==> src/rtl/master_bus_pkg.sv <==
// Shared definitions for the master/slave serial bus ports.
package master_bus_pkg;
  localparam int ADDR_W_DEF  = 12;
  localparam int DATA_W_DEF  = 8;
  localparam int BURST_W_DEF = 4;

  typedef enum logic [1:0] {IDLE, WAIT_READY, SEND, DONE} state_e;
endpackage

==> src/rtl/piso_shift.sv <==
// Parallel-load, shift-right register; bit 0 is the serial output.
module piso_shift #(
  parameter int W = 8
) (
  input  logic         clk,
  input  logic         rst_n,
  input  logic         i_load,
  input  logic         i_shift,
  input  logic [W-1:0] i_d,
  output logic         o_q0
);
  logic [W-1:0] r_sr;

  // Load wins over shift so a burst word can replace the spent one in place.
  always_ff @(posedge clk or negedge rst_n) begin
    if (!rst_n)       r_sr <= '0;
    else if (i_load)  r_sr <= i_d;
    else if (i_shift) r_sr <= {1'b0, r_sr[W-1:1]};
  end

  assign o_q0 = r_sr[0];
endmodule

==> src/rtl/master_out_port.sv <==
// Master-side bus transmitter: latches a transaction and serialises address/data LSB first.
module master_out_port
  import master_bus_pkg::*;
#(
  parameter int ADDR_WIDTH  = ADDR_W_DEF,
  parameter int DATA_WIDTH  = DATA_W_DEF,
  parameter int BURST_WIDTH = BURST_W_DEF
) (
  input  logic                   clk,
  input  logic                   reset,
  input  logic                   start,
  input  logic                   op_write,
  input  logic [ADDR_WIDTH-1:0]  address_in,
  input  logic [DATA_WIDTH-1:0]  data_in,
  input  logic [BURST_WIDTH-1:0] burst_len,
  input  logic                   slave_ready,
  output logic                   tx_address,
  output logic                   tx_data,
  output logic                   master_valid,
  output logic                   write_en,
  output logic                   read_en,
  output logic                   tx_burst,
  output logic                   data_req,
  output logic                   busy,
  output logic                   done
);
  localparam int DMAX = DATA_WIDTH * (2 ** BURST_WIDTH);
  localparam int MAXB = (ADDR_WIDTH > DMAX) ? ADDR_WIDTH : DMAX;
  localparam int CW   = $clog2(MAXB + 1);
  localparam int BW   = (DATA_WIDTH > 1) ? $clog2(DATA_WIDTH) : 1;

  state_e                 r_state, w_next;
  logic                   r_op;
  logic [BURST_WIDTH-1:0] r_burst;
  logic [CW-1:0]          r_len, r_k;
  logic [BURST_WIDTH:0]   r_word;
  logic [BW-1:0]          r_wbit;

  logic          w_start_go, w_in_send, w_word_end, w_more_words, w_data_act;
  logic          w_req, w_last, w_addr_q0, w_data_q0;
  logic [CW-1:0] w_data_bits, w_len_in;

  assign w_start_go   = (r_state == IDLE) && start;
  assign w_in_send    = (r_state == SEND);
  assign w_word_end   = (r_wbit == BW'(DATA_WIDTH - 1));
  assign w_more_words = (r_word < {1'b0, r_burst});
  assign w_data_act   = r_op && (r_word <= {1'b0, r_burst});
  assign w_req        = w_in_send && r_op && w_word_end && w_more_words;
  assign w_last       = (r_k == r_len - CW'(1));

  // Write length covers whichever of address or data bits runs longer.
  assign w_data_bits = CW'(DATA_WIDTH) * (CW'(burst_len) + CW'(1));
  assign w_len_in    = (op_write && (w_data_bits > CW'(ADDR_WIDTH))) ? w_data_bits
                                                                     : CW'(ADDR_WIDTH);

  piso_shift #(.W(ADDR_WIDTH)) u_addr_sr (
    .clk    (clk),
    .rst_n  (reset),
    .i_load (w_start_go),
    .i_shift(w_in_send),
    .i_d    (address_in),
    .o_q0   (w_addr_q0)
  );

  piso_shift #(.W(DATA_WIDTH)) u_data_sr (
    .clk    (clk),
    .rst_n  (reset),
    .i_load (w_start_go | w_req),
    .i_shift(w_in_send),
    .i_d    (data_in),
    .o_q0   (w_data_q0)
  );

  always_ff @(posedge clk or negedge reset) begin
    if (!reset) begin
      r_state <= IDLE;
      r_op    <= 1'b0;
      r_burst <= '0;
      r_len   <= '0;
      r_k     <= '0;
      r_word  <= '0;
      r_wbit  <= '0;
    end else begin
      r_state <= w_next;
      if (w_start_go) begin
        r_op    <= op_write;
        r_burst <= burst_len;
        r_len   <= w_len_in;
        r_k     <= '0;
        r_word  <= '0;
        r_wbit  <= '0;
      end else if (w_in_send) begin
        r_k    <= r_k + CW'(1);
        r_wbit <= w_word_end ? '0 : r_wbit + BW'(1);
        // Counts one past the final word so data gating stops cleanly.
        if (w_word_end && w_data_act) r_word <= r_word + (BURST_WIDTH + 1)'(1);
      end
    end
  end

  always_comb begin
    w_next       = r_state;
    tx_address   = 1'b0;
    tx_data      = 1'b0;
    master_valid = 1'b0;
    write_en     = 1'b0;
    read_en      = 1'b0;
    tx_burst     = 1'b0;
    data_req     = 1'b0;
    busy         = 1'b0;
    done         = 1'b0;
    unique case (r_state)
      IDLE: if (start) w_next = WAIT_READY;
      WAIT_READY: begin
        busy     = 1'b1;
        write_en = r_op;
        read_en  = ~r_op;
        tx_burst = |r_burst;
        if (slave_ready) w_next = SEND;
      end
      SEND: begin
        busy         = 1'b1;
        master_valid = 1'b1;
        write_en     = r_op;
        read_en      = ~r_op;
        tx_burst     = |r_burst;
        tx_address   = (r_k < CW'(ADDR_WIDTH)) ? w_addr_q0 : 1'b0;
        tx_data      = w_data_act ? w_data_q0 : 1'b0;
        data_req     = w_req;
        if (w_last) w_next = DONE;
      end
      DONE: begin
        busy   = 1'b1;
        done   = 1'b1;
        w_next = IDLE;
      end
      default: w_next = IDLE;
    endcase
  end
endmodule

==> config.mk <==
export PLATFORM = sky130hd
export DESIGN_NAME = master_out_port
export DESIGN_NICKNAME = d
export VERILOG_FILES = /design/src/rtl/master_bus_pkg.sv /design/src/rtl/piso_shift.sv /design/src/rtl/master_out_port.sv
export SDC_FILE = /design/constraint.sdc
export NUM_CORES = 1
export LEC_CHECK = 0
export CORE_ASPECT_RATIO = 0.75
export CORE_MARGIN = 2
export CORE_UTILIZATION = 30
export DETAILED_ROUTE_END_ITERATION = 6
export DONT_BUFFER_PORTS = 1
export PLACE_DENSITY = 0.5
export SLEW_MARGIN = 20
export SYNTH_ARGS = -nofsm -noshare
export SYNTH_HDL_FRONTEND = slang
export SYNTH_SLANG_ARGS = --single-unit
==> constraint.sdc <==
create_clock -name clk -period 4.2 [get_ports clk]
set_clock_uncertainty 0.1 [all_clocks]
set_input_delay 0.42 -clock clk [delete_from_list [all_inputs] [get_ports clk]]
set_output_delay 0.42 -clock clk [all_outputs]
set_load 0.01 [all_outputs]
Word level (Yosys, flattened, before mapping)
Cells that the tools add are included.
{"block": "op_classes", "addsub": 5, "magnitude_cmp": 4, "n_eq_ne": 8, "muxes": 28, "bitwise": 2, "reduce_logical": 16}
{"op": "two-way mux 8 bit", "count": 5}
{"op": "two-way mux 12 bit", "count": 2}
{"op": "two-way mux 5 bit", "count": 3}
{"op": "two-way mux 1 bit", "count": 11}
{"op": "two-way mux 3 bit", "count": 3}
{"op": "adder 8 x 1 -> 8 bit (second input constant)", "count": 1}
{"op": "equality test 8 bit", "count": 1}
{"op": "> comparator 8 x 4 -> 1 bit (second input constant)", "count": 1}
{"op": "< comparator 8 x 4 -> 1 bit (second input constant)", "count": 1}
{"op": "case mux 2 bit (4 select lines)", "count": 1}
{"op": "subtractor 8 x 1 -> 8 bit (second input constant)", "count": 1}
{"op": "logical AND 1 bit", "count": 7}
{"op": "two-way mux 2 bit", "count": 3}
{"op": "nonzero test 2 bit", "count": 3}
{"op": "adder 4 x 1 -> 5 bit (second input constant)", "count": 1}
{"op": "adder 5 x 1 -> 5 bit (second input constant)", "count": 1}
{"op": "less-or-equal comparator 5 x 4 -> 1 bit", "count": 1}
{"op": "< comparator 5 x 4 -> 1 bit", "count": 1}
{"op": "equality test 2 bit (second input constant)", "count": 2}
{"op": "inequality test 2 bit (second input constant)", "count": 2}
{"op": "OR reduction 4 bit", "count": 1}
{"op": "adder 3 x 1 -> 3 bit (second input constant)", "count": 1}
{"op": "equality test 3 bit (second input constant)", "count": 1}
{"op": "AND reduction 3 bit", "count": 1}
{"op": "8 further kinds", "count": 8}
{"block": "totals", "ff_bits": 51, "out_inout_bits": 9, "elab_cells": 72}

Depth between registers and ports, before layout
Gate-level depths: netlist (run 1).
{"block": "logic_depth", "ltp_word": 6, "depth_mapped": 8, "ltp_nobuf": 7}

Cells and area by module
Synthesis (run 1) repeated with hierarchy kept, for this count alone.
{"block": "unflattened", "hier_cells": 271, "hier_area_um2": 2717.6}
{"module": "master_out_port", "n_inst": 1, "cells_per_inst": 186, "area_each_um2": 1801.7, "seq_area_each_um2": 725.7}
{"module": "piso_shift (u_addr_sr)", "n_inst": 1, "cells_per_inst": 51, "area_each_um2": 546.8, "seq_area_each_um2": 300.3}
{"module": "piso_shift (u_data_sr)", "n_inst": 1, "cells_per_inst": 34, "area_each_um2": 369.1, "seq_area_each_um2": 200.2}

Worst setup path before layout (run 1)
Ideal clock, no wire load.
{"block": "synth_timing", "path_type": "reg2out", "startpoint": "reg r_state[0]", "endpoint": "out data_req", "arrival_ns": 1.619, "setup_slack_ns": 2.061, "stages_incl_launch_ff": 9, "path_buffers": 1, "path_cell_list": "dfrtp_1 -> inv_1 -> ha_1 -> and3b_1 -> and2_1 -> nand2b_1 -> or2_0 -> buf_2 -> inv_1"}
{"block": "synth_between", "elab_chain_cells": 5}
{"item": "start, declared", "line_no": "master_out_port.sv:32", "rtl": "state_e r_state, w_next;"}
{"item": "start signal, assigned", "line_no": "master_out_port.sv:84", "rtl": "r_state <= w_next;"}
{"item": "equality test 2 bit *", "line_no": "master_out_port.sv:44, master_out_port.sv:112"}
{"item": "logical AND 1 bit (3 in series)", "line_no": "master_out_port.sv:48", "rtl": "assign w_req = w_in_send && r_op && w_word_end && w_more_words;"}
{"item": "two-way mux 1 bit *", "line_no": "master_out_port.sv:112", "rtl": "unique case (r_state)"}
{"item": "end, declared", "line_no": "master_out_port.sv:23", "rtl": "output logic data_req,"}
Mark *: on every way between the ends. The rest lies on a longest branch, timed or not.

Worst setup path after layout (run 1)
{"block": "layout_timing", "startpoint": "reg r_state[0]", "endpoint": "out tx_address"}
{"block": "layout_between", "elab_chain_cells": 2}
{"item": "equality test 2 bit", "line_no": "master_out_port.sv:112"}
{"item": "two-way mux 1 bit", "line_no": "master_out_port.sv:112"}
{"item": "end, declared", "line_no": "master_out_port.sv:17", "rtl": "output logic tx_address,"}
Every way passes these cells.

==> flow_summary.yaml, run 1 <==
status:
  outcome: "finished, final reports clean"
critical_path:
  start_kind: "flip-flop"
  rrSetupSlack_ns: 1.93
  slowest_delay_ns: 0.45
  path_class: "reg2out"
  reg2regPathDepth: 5
  arrival_ns: 2.08
  crit_path_top_delay_cell: "buf_4"
  crit_path_end_kind: "output pin"
  r2r-start: "r_state[1]"
  required_ns: 3.68
  critPathBufInv: 2
  worstPathMaxFanout: 41
  crit_chain: "inv_1, ha_2, buf_4, nor4b_1, and4b_1"
  crit_family: "simple AND/OR/NAND/NOR gates"
  reg2reg_to: "u_data_sr.r_sr[6]"
place:
  gp_congestion: 0.7518
  hpwl_um: 4279
  place_area_um2: 2863
  dpl_worst_slack_ns: 1.906
  dp.cells: 391
  portBuffers: 0
sta:
  setup_viol: 0
  fin_ws_ns: 1.604
  fin_crit_sh_pct: 61.82
  rsz0062_at_grt: "no"
  final_max_slew_viol_count: 0
  finalHoldViolCount: 0
  worst_pin_slew_ns: 0.7745
  max-slew-margin-rel_pct: 48.24
  tns_ns: 0
  fmax_mhz: 385.1
  fin_crit_ns: 2.596
flow_run:
  drv_cap: 0
synth:
  synth_area_leaders: "dfrtp_1 (45%), mux2i_1 (6.9%), ha_1 (6.8%)"
  synthCells: 289
  synth_edf_count: 0
  synth_ff_type: "dfrtp_1"
  syn-cell-area_um2: 2751
  ys_types: 43
  syn_nets: 333
  synthArstFlopShare_pct: 100.0
  ys_seq_area_share_pct: 44.57
  yosysTopAreaCell: "dfrtp_1"
  ys_seq_elements: 49
  avgSynthCellArea_um2: 9.520
  synth_top_cells_by_count: "dfrtp_1 (49), nand2_1 (43), o21ai_0 (21)"
  synth.top_cell.area_share_pct: 44.57
  ys.warnings.count: 0
  yosysMostFrequentCell: "dfrtp_1"
finish:
  diodes: 0
  drive_gt1_share_pct: 6.574
  layout.nets: 332
  areaGrowthSynthToFinish_pct: 11.55
  finalInstanceArea_um2: 3069
  final_cells: 401
floorplanning:
  core-area_um2: 8971
  die_x_um: 114.6
  start_util_pct: 30.67
  die_area_um2: 9961
  die_h_um: 86.94
  io_pins: 38
  rows: 30
clock_network:
  numCtsBuffers: 5
  cts_buffer_depth: 2
  clkTransAtPathRegs_ns: 0.07
  clock_latency_ns: 0.29
  cts.sinks: 49
  htreeDepth: 2
  cts_tree: "built"
  post_cts_buffers: 0
  root_buffer: "clkbuf_16"
hold_path:
  hp-class: "in2reg"
  min_to: "r_len[3]"
  hp-start: "burst_len[0]"
  hold_depth: 1
grt:
  grt_max_degree: 50
  overflow: 0
  grt_use_total_pct: 13.03
  first_global_vias: 1996
  grt_pass1_wl_um: 10200
  antenna_found_initial: 0
detailed_routing:
  drc_errors: 0
  vias: 1973
  dr.first_iter.drc_count: 121
  wirelength_um: 5937
  wl_per_cell_um: 14.81
  ant_nets: 0
  viasPerCell: 4.920
  firstDrtPassIters: 4
power_and_ir_drop:
  p_seq_share_pct: 38.3
  sw_frac_of_total_pct: 37.17
  vdd_drop_max_mv: 0.2249
  power_density_nw_per_um2: 657.9
  p_leak_nw: 1.386
  combPwrFrac_pct: 38.7
  p_int_w: 0.001269
  p_sw_w: 0.0007506
  clkPwrFrac_pct: 23.0
[metal layers]
metal | track usage, % | wire length (um) | vias to the layer above
li1 | - | - | 1004
met1 | 18.12 | 2945 | 931
met2 | 19.63 | 2616 | 34
met3 | 4.454 | 336 | 4
met4 | 2.993 | 38 | 0
met5 | 0 | 0 | -
[cell usage in the layout, fill, tap and decap left out, types with 2 or more instances in the layout]
master and instances:
a21oi_1 5, nand3_1 9, xor2_1 9, mux2_2 5, nand2_1 43, mux2i_1 19
and3_1 5, o211a_1 2, nand2b_1 5, a221o_1 4, dfrtp_1 49, nand4_1 7
nor3_1 4, nor4_1 2, clkbuf_16 5, inv_1 16, o21ai_0 21, ha_1 14
o22ai_1 2, nor3b_1 5, buf_4 3, or3_1 3, nor2_1 18, nor2b_1 3
xnor2_1 5, and2_1 3, o21a_1 2
[worst reg2reg max path: cells and delay by family (launching register included)]
kind	cells	cell delay, ns
AOI/OAI and AO/OA	2	0.69
and+or+nand+nor	1	0.58
DFF	1	0.46
adders and majority gates	1	0.21
buffers and inverters	1	0.12
[area by class of cell]
class                      instances  area (um2)
multi-input combinational        211        1414
clock inverter                     3       43.79
tap                              112       140.1
timing repair buffer               5       60.06
inverter                          16       60.06
clock buffer                       5       125.1
sequential                        49        1226
fill                             934        5902
[sequential cells by signal, indices dropped and copies added, names as in the netlist]
register	cells
r_burst	4
r_op	1
u_addr_sr.r_sr	12
r_len	6
u_data_sr.r_sr	8
r_wbit	3
r_word	5
r_k	8
r_state	2
[power groups by stage]
| stage | clock network, W | logic (W) | registers (W) |
|---|---|---|---|
| 2_1_floorplan | 0 | 0.000649 | 0.000736 |
| 3_3_place_gp | 0 | 0.000766 | 0.000780 |
| 3_5_place_dp | 0 | 0.000787 | 0.000781 |
| 4_1_cts | 0.000481 | 0.000801 | 0.000776 |
| 5_1_grt | 0.000499 | 0.000902 | 0.000801 |
| 6_report | 0.000464 | 0.000781 | 0.000774 |
[worst max path at each step]
stage | startpoint | end | slack (ns) | cells after the start
global route | r_state[0] | tx_address | 1.44 | 5
CTS | r_state[0] | tx_address | 1.58 | 5
global placement | r_word[1] | data_req | 1.96 | 6
detailed placement | r_state[0] | tx_address | 1.91 | 5
floorplan | r_state[0] | data_req | 2.06 | 8
finish | r_state[0] | tx_address | 1.60 | 5
[logic make-up after synthesis]
| logic type | share of synthesized area (%) |
|---|---|
| buffers and inverters | 4.138 |
| xor gates and xnor gates | 4.457 |
| muxes | 8.958 |
| DFF | 44.57 |
| and+or+nand+nor | 20.24 |
| AOI/OAI and AO/OA | 10.82 |
| adders and majority gates | 6.821 |
[what timing repair did]
action | 4_1_cts | 5_1_grt
hold endpoints to repair | 49 | 0
gates resized for setup | 0 | 0
hold buffers | 2 | 0
[per-stage QoR]
step / utilization (%) / total power [W] / hold slack [ns]
2_1_floorplan: - / 0.001385 / 0.02441
3_3_place_gp: 31.91 / 0.001546 / 0.02564
3_5_place_dp: 31.91 / 0.001568 / 0.02576
4_1_cts: 34.21 / 0.002058 / 0.1217
5_1_grt: 34.21 / 0.002202 / 0.1331
6_report: 34.21 / 0.002019 / 0.1219
Power figures use the tool's default switching activity.
==> run 2, diff against run 1 <==
--- a/config.mk
+++ b/config.mk
@@ -5,12 +5,13 @@
 export SDC_FILE = /design/constraint.sdc
 export NUM_CORES = 1
 export LEC_CHECK = 0
+export ABC_AREA = 1
 export CORE_ASPECT_RATIO = 0.75
 export CORE_MARGIN = 2
 export CORE_UTILIZATION = 30
 export DETAILED_ROUTE_END_ITERATION = 6
 export DONT_BUFFER_PORTS = 1
-export PLACE_DENSITY = 0.5
+export PLACE_DENSITY = 0.51
 export SLEW_MARGIN = 20
 export SYNTH_ARGS = -nofsm -noshare
 export SYNTH_HDL_FRONTEND = slang
==> constraint.sdc (replaced) <==
create_clock -name clk -period 2.3 [get_ports clk]
set_clock_uncertainty 0.1 [all_clocks]
set_input_delay 0.23 -clock clk [delete_from_list [all_inputs] [get_ports clk]]
set_output_delay 0.23 -clock clk [all_outputs]
set_load 0.01 [all_outputs]
==> run 2 against run 1 <==
  * Routed wire length is 5.2% higher
  * Flip-flop and latch count stayed put
  * Design area is 6.7% higher
  * Hold slack worse by 0.12 ns
  * Sequential share of layout area is 2.5 points lower
  * Largest cell class unchanged
  * Highest routed layer unchanged
==> flow_summary.yaml, run 2 <==
grt:
  grt_use_total_pct: 13.75
  first_global_vias: 2236
  grt_max_degree: 50
  overflow: 0
  antenna_found_initial: 0
  grt_pass1_wl_um: 10670
clock_network:
  root_buffer: "clkbuf_16"
  cts.sinks: 49
  cts_tree: "built"
  clock_latency_ns: 0.29
  clkTransAtPathRegs_ns: 0.07
  numCtsBuffers: 5
  htreeDepth: 2
  cts_buffer_depth: 2
detailed_routing:
  ant_nets: 0
  firstDrtPassIters: 4
  vias: 2271
  dr.first_iter.drc_count: 129
  wl_per_cell_um: 12.88
  viasPerCell: 4.682
  drc_errors: 0
  wirelength_um: 6246
critical_path:
  worstPathMaxFanout: 5
  slowest_delay_ns: 0.38
  crit_path_end_kind: "output pin"
  critPathBufInv: 2
  path_class: "reg2out"
  cp.depth: 9
  start_kind: "flip-flop"
  crit_path_top_delay_cell: "dfrtp_1"
  reg2regPathDepth: 11
  crit_chain: "inv_1, ha_4, a21oi_1, o21ai_1, a21oi_2, inv_2, o21ai_4, nand3_1, nor2_2"
  crit_family: "compound AO/OA/AOI/OAI gates"
  rrSetupSlack_ns: 0.38
  required_ns: 1.97
  arrival_ns: 1.83
power_and_ir_drop:
  combPwrFrac_pct: 44.5
  clkPwrFrac_pct: 18.8
  p_int_w: 0.002261
  p_leak_nw: 1.646
  power_density_nw_per_um2: 1193
  sw_frac_of_total_pct: 42.15
  vdd_drop_max_mv: 0.4154
  p_seq_share_pct: 36.8
  p_sw_w: 0.001647
synth:
  ys_types: 32
  synth_edf_count: 0
  ys.warnings.count: 0
  ys_seq_area_share_pct: 44.83
  synth_area_leaders: "dfrtp_1 (45%), nand2_1 (10%), o21ai_0 (8.2%)"
  yosysMostFrequentCell: "nand2_1"
  yosysTopAreaCell: "dfrtp_1"
  syn_nets: 391
  synth.top_cell.area_share_pct: 44.83
  synth_ff_type: "dfrtp_1"
  avgSynthCellArea_um2: 7.882
  synth_top_cells_by_count: "nand2_1 (73), dfrtp_1 (49), inv_1 (49)"
  syn-cell-area_um2: 2735
  synthCells: 347
  ys_seq_elements: 49
  synthArstFlopShare_pct: 100.0
finish:
  layout_commonest_cell: "nand2_1"
  largest_reg_flops: 12
  layout.nets: 416
  top_register: "u_addr_sr.r_sr"
  areaGrowthSynthToFinish_pct: 19.76
  finalInstanceArea_um2: 3276
  diodes: 0
  final_cell_mix: "nand2_1 (73), inv_1 (49), dfrtp_1 (48)"
  largestRegisters: "u_addr_sr.r_sr x12, r_k x8, u_data_sr.r_sr x8"
  drive_gt1_share_pct: 8.847
sta:
  fin_crit_ns: 2.160
  fmax_mhz: 462.9
  max-slew-margin-rel_pct: 75.73
  setup_viol: 0
  finalHoldViolCount: 0
  final_max_slew_viol_count: 0
  tns_ns: 0
  fin_crit_sh_pct: 93.92
  worst_pin_slew_ns: 0.3636
flow_run:
  drv_cap: 0
floorplanning:
  die_x_um: 114.3
  die_area_um2: 9905
  io_pins: 38
  rows: 30
  start_util_pct: 30.49
  die_h_um: 86.69
  core-area_um2: 8971
place:
  gp_congestion: 0.8858
  hpwl_um: 4393
  portBuffers: 0
  place_area_um2: 2874
status:
  outcome: "finished, final reports clean"
hold_path:
  hold_depth: 2
  hp-class: "in2reg"
[run 2: cell types whose count changed after synthesis, moves of 5 or more]
| cell | before | now |
|---|---|---|
| mux2_2 | 5 | 0 |
| and3_1 | 5 | 0 |
| inv_1 | 16 | 49 |
| mux2i_1 | 19 | 0 |
| o21ai_0 | 21 | 45 |
| nand3_1 | 9 | 36 |
| nor2_1 | 18 | 24 |
| nand2_1 | 43 | 73 |
| nand2b_1 | 5 | 0 |
| nor3b_1 | 5 | 0 |
[run 2: power by group through the flow]
stage	logic (W)	clock network, W	registers, W
after detailed placement	0.00164	0	0.00144
after CTS	0.00170	0.000754	0.00144
after global routing	0.00204	0.000800	0.00148
after global placement	0.00161	0	0.00144
final	0.00174	0.000733	0.00144
after floorplan	0.00130	0	0.00138
[run 2: layer usage]
| metal | part of all wire, % | track usage, % | up-vias |
|---|---|---|---|
| li1 | - | - | 1170 |
| met1 | 52 | 19.67 | 1049 |
| met2 | 41 | 19.97 | 42 |
| met3 | 6.0 | 3.986 | 10 |
| met4 | 1.4 | 4.435 | 0 |
| met5 | 0 | 0 | - |
[run 2: final timing paths]
kind / end / start
worst min register to register: r_wbit[0] / r_wbit[0]
worst max-delay path: tx_data / r_burst[2]
max in group asynchronous: u_addr_sr.r_sr[6] / reset
worst min-delay path: u_addr_sr.r_sr[1] / address_in[1]
worst max register to register: u_data_sr.r_sr[1] / r_word[1]
min in group asynchronous: r_len[4] / reset
[run 2: what timing repair did]
| action | in CTS | in global routing |
|---|---|---|
| hold buffers | 21 | 0 |
| endpoints found under the setup margin | 0 | 1 |
| endpoints found under the hold margin | 68 | 0 |
| resized for setup | 0 | 4 |
| buffers inserted | 0 | 1 |
[run 2: cell type report]
cell class | instances | area (um2)
Clock inverter | 3 | 17.52
Multi-Input combinational cell | 235 | 1286
Fill cell | 924 | 5695
Timing Repair Buffer | 28 | 280.3
Inverter | 53 | 198.9
Clock buffer | 5 | 125.1
Tap cell | 112 | 140.1
Sequential cell | 49 | 1227
[run 2: logic make-up after synthesis]
family                     count (synthesis)  share of synthesized area (%)
buffers and inverters                     63                          8.966
adders and majority gates                 15                          6.862
DFF                                       49                          44.83
xor gates and xnor gates                   8                          2.562
AOI/OAI and AO/OA                         62                          12.26
and+or+nand+nor                          150                          24.52
[run 2: per-stage QoR]
stage	power (W)	utilization [%]	hold slack [ns]	worst slack, ns	cells
2_1_floorplan	0.002682	-	-0.1656	0.5124	347
3_3_place_gp	0.003051	32.04	-0.1638	0.3957	455
3_5_place_dp	0.003084	32.04	-0.1639	0.3517	455
4_1_cts	0.003889	36.16	0.001276	0.03026	484
5_1_grt	0.004321	36.51	0.01211	-0.01167	485
6_report	0.003909	36.51	0.004283	0.1398	485
==> run 3, diff against run 2 <==
--- a/config.mk
+++ b/config.mk
@@ -5,7 +5,6 @@
 export SDC_FILE = /design/constraint.sdc
 export NUM_CORES = 1
 export LEC_CHECK = 0
-export ABC_AREA = 1
 export CORE_ASPECT_RATIO = 0.75
 export CORE_MARGIN = 2
 export CORE_UTILIZATION = 30
==> run 3 against run 2 <==
  * Die area rose by 0.57%
  * Critical path depth fell by 3
  * Core utilization rose by 0.75 points
  * Largest cell class unchanged
==> flow_summary.yaml, run 3 (synthesized netlist as in run 1, its figures left out) <==
clock_network:
  clock_latency_ns: 0.29
  root_buffer: "clkbuf_16"
  clkTransAtPathRegs_ns: 0.07
  cts_tree: "built"
  numCtsBuffers: 5
  htreeDepth: 2
  cts_buffer_depth: 2
  cts.sinks: 49
sta:
  worst_pin_slew_ns: 0.5513
  fin_ws_ns: 0.08261
  final_max_slew_viol_count: 0
  max-slew-margin-rel_pct: 62.78
  fin_crit_ns: 2.217
  fmax_mhz: 451.0
  rsz0062_at_grt: "yes"
  timing.hold.ws_ns: 0.008209
  setup_viol: 0
  tns_ns: 0
  fin_crit_sh_pct: 96.41
  finalHoldViolCount: 0
detailed_routing:
  firstDrtPassIters: 4
  viasPerCell: 4.912
  ant_nets: 0
  vias: 2112
  wl_per_cell_um: 14.40
  drc_errors: 0
  dr.first_iter.drc_count: 120
  wirelength_um: 6191
grt:
  first_global_vias: 2033
  grt_max_degree: 50
  grt_use_total_pct: 13.26
  grt_pass1_wl_um: 10320
  antenna_found_initial: 0
  overflow: 0
flow_run:
  drv_cap: 0
critical_path:
  crit_family: "flip-flops"
  worstPathMaxFanout: 6
  critPathBufInv: 1
  crit_path_top_delay_cell: "dfrtp_2"
  crit_path_end_kind: "output pin"
  required_ns: 1.97
  start_kind: "flip-flop"
  path_class: "reg2out"
  arrival_ns: 1.89
  crit_chain: "ha_1, nor2b_1, o21a_1, o21a_2, or2_4, inv_2"
  slowest_delay_ns: 0.43
finish:
  seq_area_um2: 1227
  top_register: "u_addr_sr.r_sr"
  layout.nets: 361
  largestRegisters: "u_addr_sr.r_sr x12, r_k x8, u_data_sr.r_sr x8"
  final_cell_mix: "dfrtp_1 (48), nand2_1 (43), dlygate4sd3_1 (25)"
  final_cells: 430
  multi_input_area_um2: 1426
  num-fill-cells: 897
  drive_gt1_share_pct: 9.434
  largest_reg_flops: 12
  layout_commonest_cell: "dfrtp_1"
  areaGrowthSynthToFinish_pct: 21.51
  diodes: 0
  fin_util_pct: 37.27
power_and_ir_drop:
  vdd_drop_max_mv: 0.3652
  p_leak_nw: 1.506
  power_density_nw_per_um2: 1096
place:
  dp.cells: 394
  portBuffers: 0
  hpwl_um: 4304
  gp_congestion: 0.7732
  dpl_worst_slack_ns: 0.08892
status:
  outcome: "finished, final reports clean"
floorplanning:
  rows: 30
  die_h_um: 86.94
  core-area_um2: 8971
  io_pins: 38
  die_x_um: 114.6
  start_util_pct: 30.67
  die_area_um2: 9961
hold_path:
  hp-class: "in2reg"
[run 3: cell count changes in the layout (fill, tap and decap cells not counted), moves of 4 or more]
cell / before / now
nand3_1: 36 / 9
xnor2_1: 1 / 5
dlygate4sd3_1: 20 / 25
mux2_2: 0 / 5
o21ai_0: 45 / 21
inv_1: 49 / 15
nor3b_1: 0 / 5
a221o_1: 0 / 4
and3_1: 0 / 5
nand2_1: 73 / 43
nor2_1: 23 / 18
mux2i_1: 0 / 19
nand2b_1: 0 / 5
[run 3: where the power goes]
part           internal, W  switching [W]
Combinational     0.000675       0.000835
Clock             0.000405       0.000335
Sequential         0.00118       0.000235
[run 3: worst paths after layout]
path | start | to | slack (ns) | cells after the start
worst max-delay path | r_word[1] | data_req | 0.08 | 6
worst min-delay path | data_in[0] | u_data_sr.r_sr[0] | 0.008 | 2
worst max register to register | r_word[1] | u_data_sr.r_sr[7] | 0.13 | 6
worst min register to register | r_word[4] | r_word[4] | 0.37 | 2
max in group asynchronous | reset | r_word[1] | 1.49 | 2
min in group asynchronous | reset | u_addr_sr.r_sr[3] | 0.36 | 2
[run 3: per-layer routing]
metal / routed length [um] / vias up / GRT usage [%]
met5: 0 / - / 0
met4: 39 / 0 / 2.661
met3: 331 / 4 / 3.897
met2: 2706 / 48 / 19.90
met1: 3114 / 1005 / 19.04
li1: - / 1055 / -
[run 3: through the flow]
step	power, W	area, um2
2_1_floorplan	0.002529	2751
3_3_place_gp	0.002849	2885
5_1_grt	0.003990	3343
6_report	0.003664	3343
3_5_place_dp	0.002875	2885
4_1_cts	0.003703	3317
[run 3: layout make-up]
cell class              count  area share [%]
repair buffers             34           10.22
inverters                  16           1.796
clock buffers               5           3.743
well taps                 112           4.192
multi-input cells         211           42.66
clock inverters             3          0.6737
flip-flops and latches     49           36.71
[run 3: timing repair]
item | in CTS | in global routing
resized for setup | 3 | 5
hold buffers | 26 | 0
endpoints found under the hold margin | 74 | 0
setup endpoints to repair | 2 | 6
buffers inserted | 0 | 2
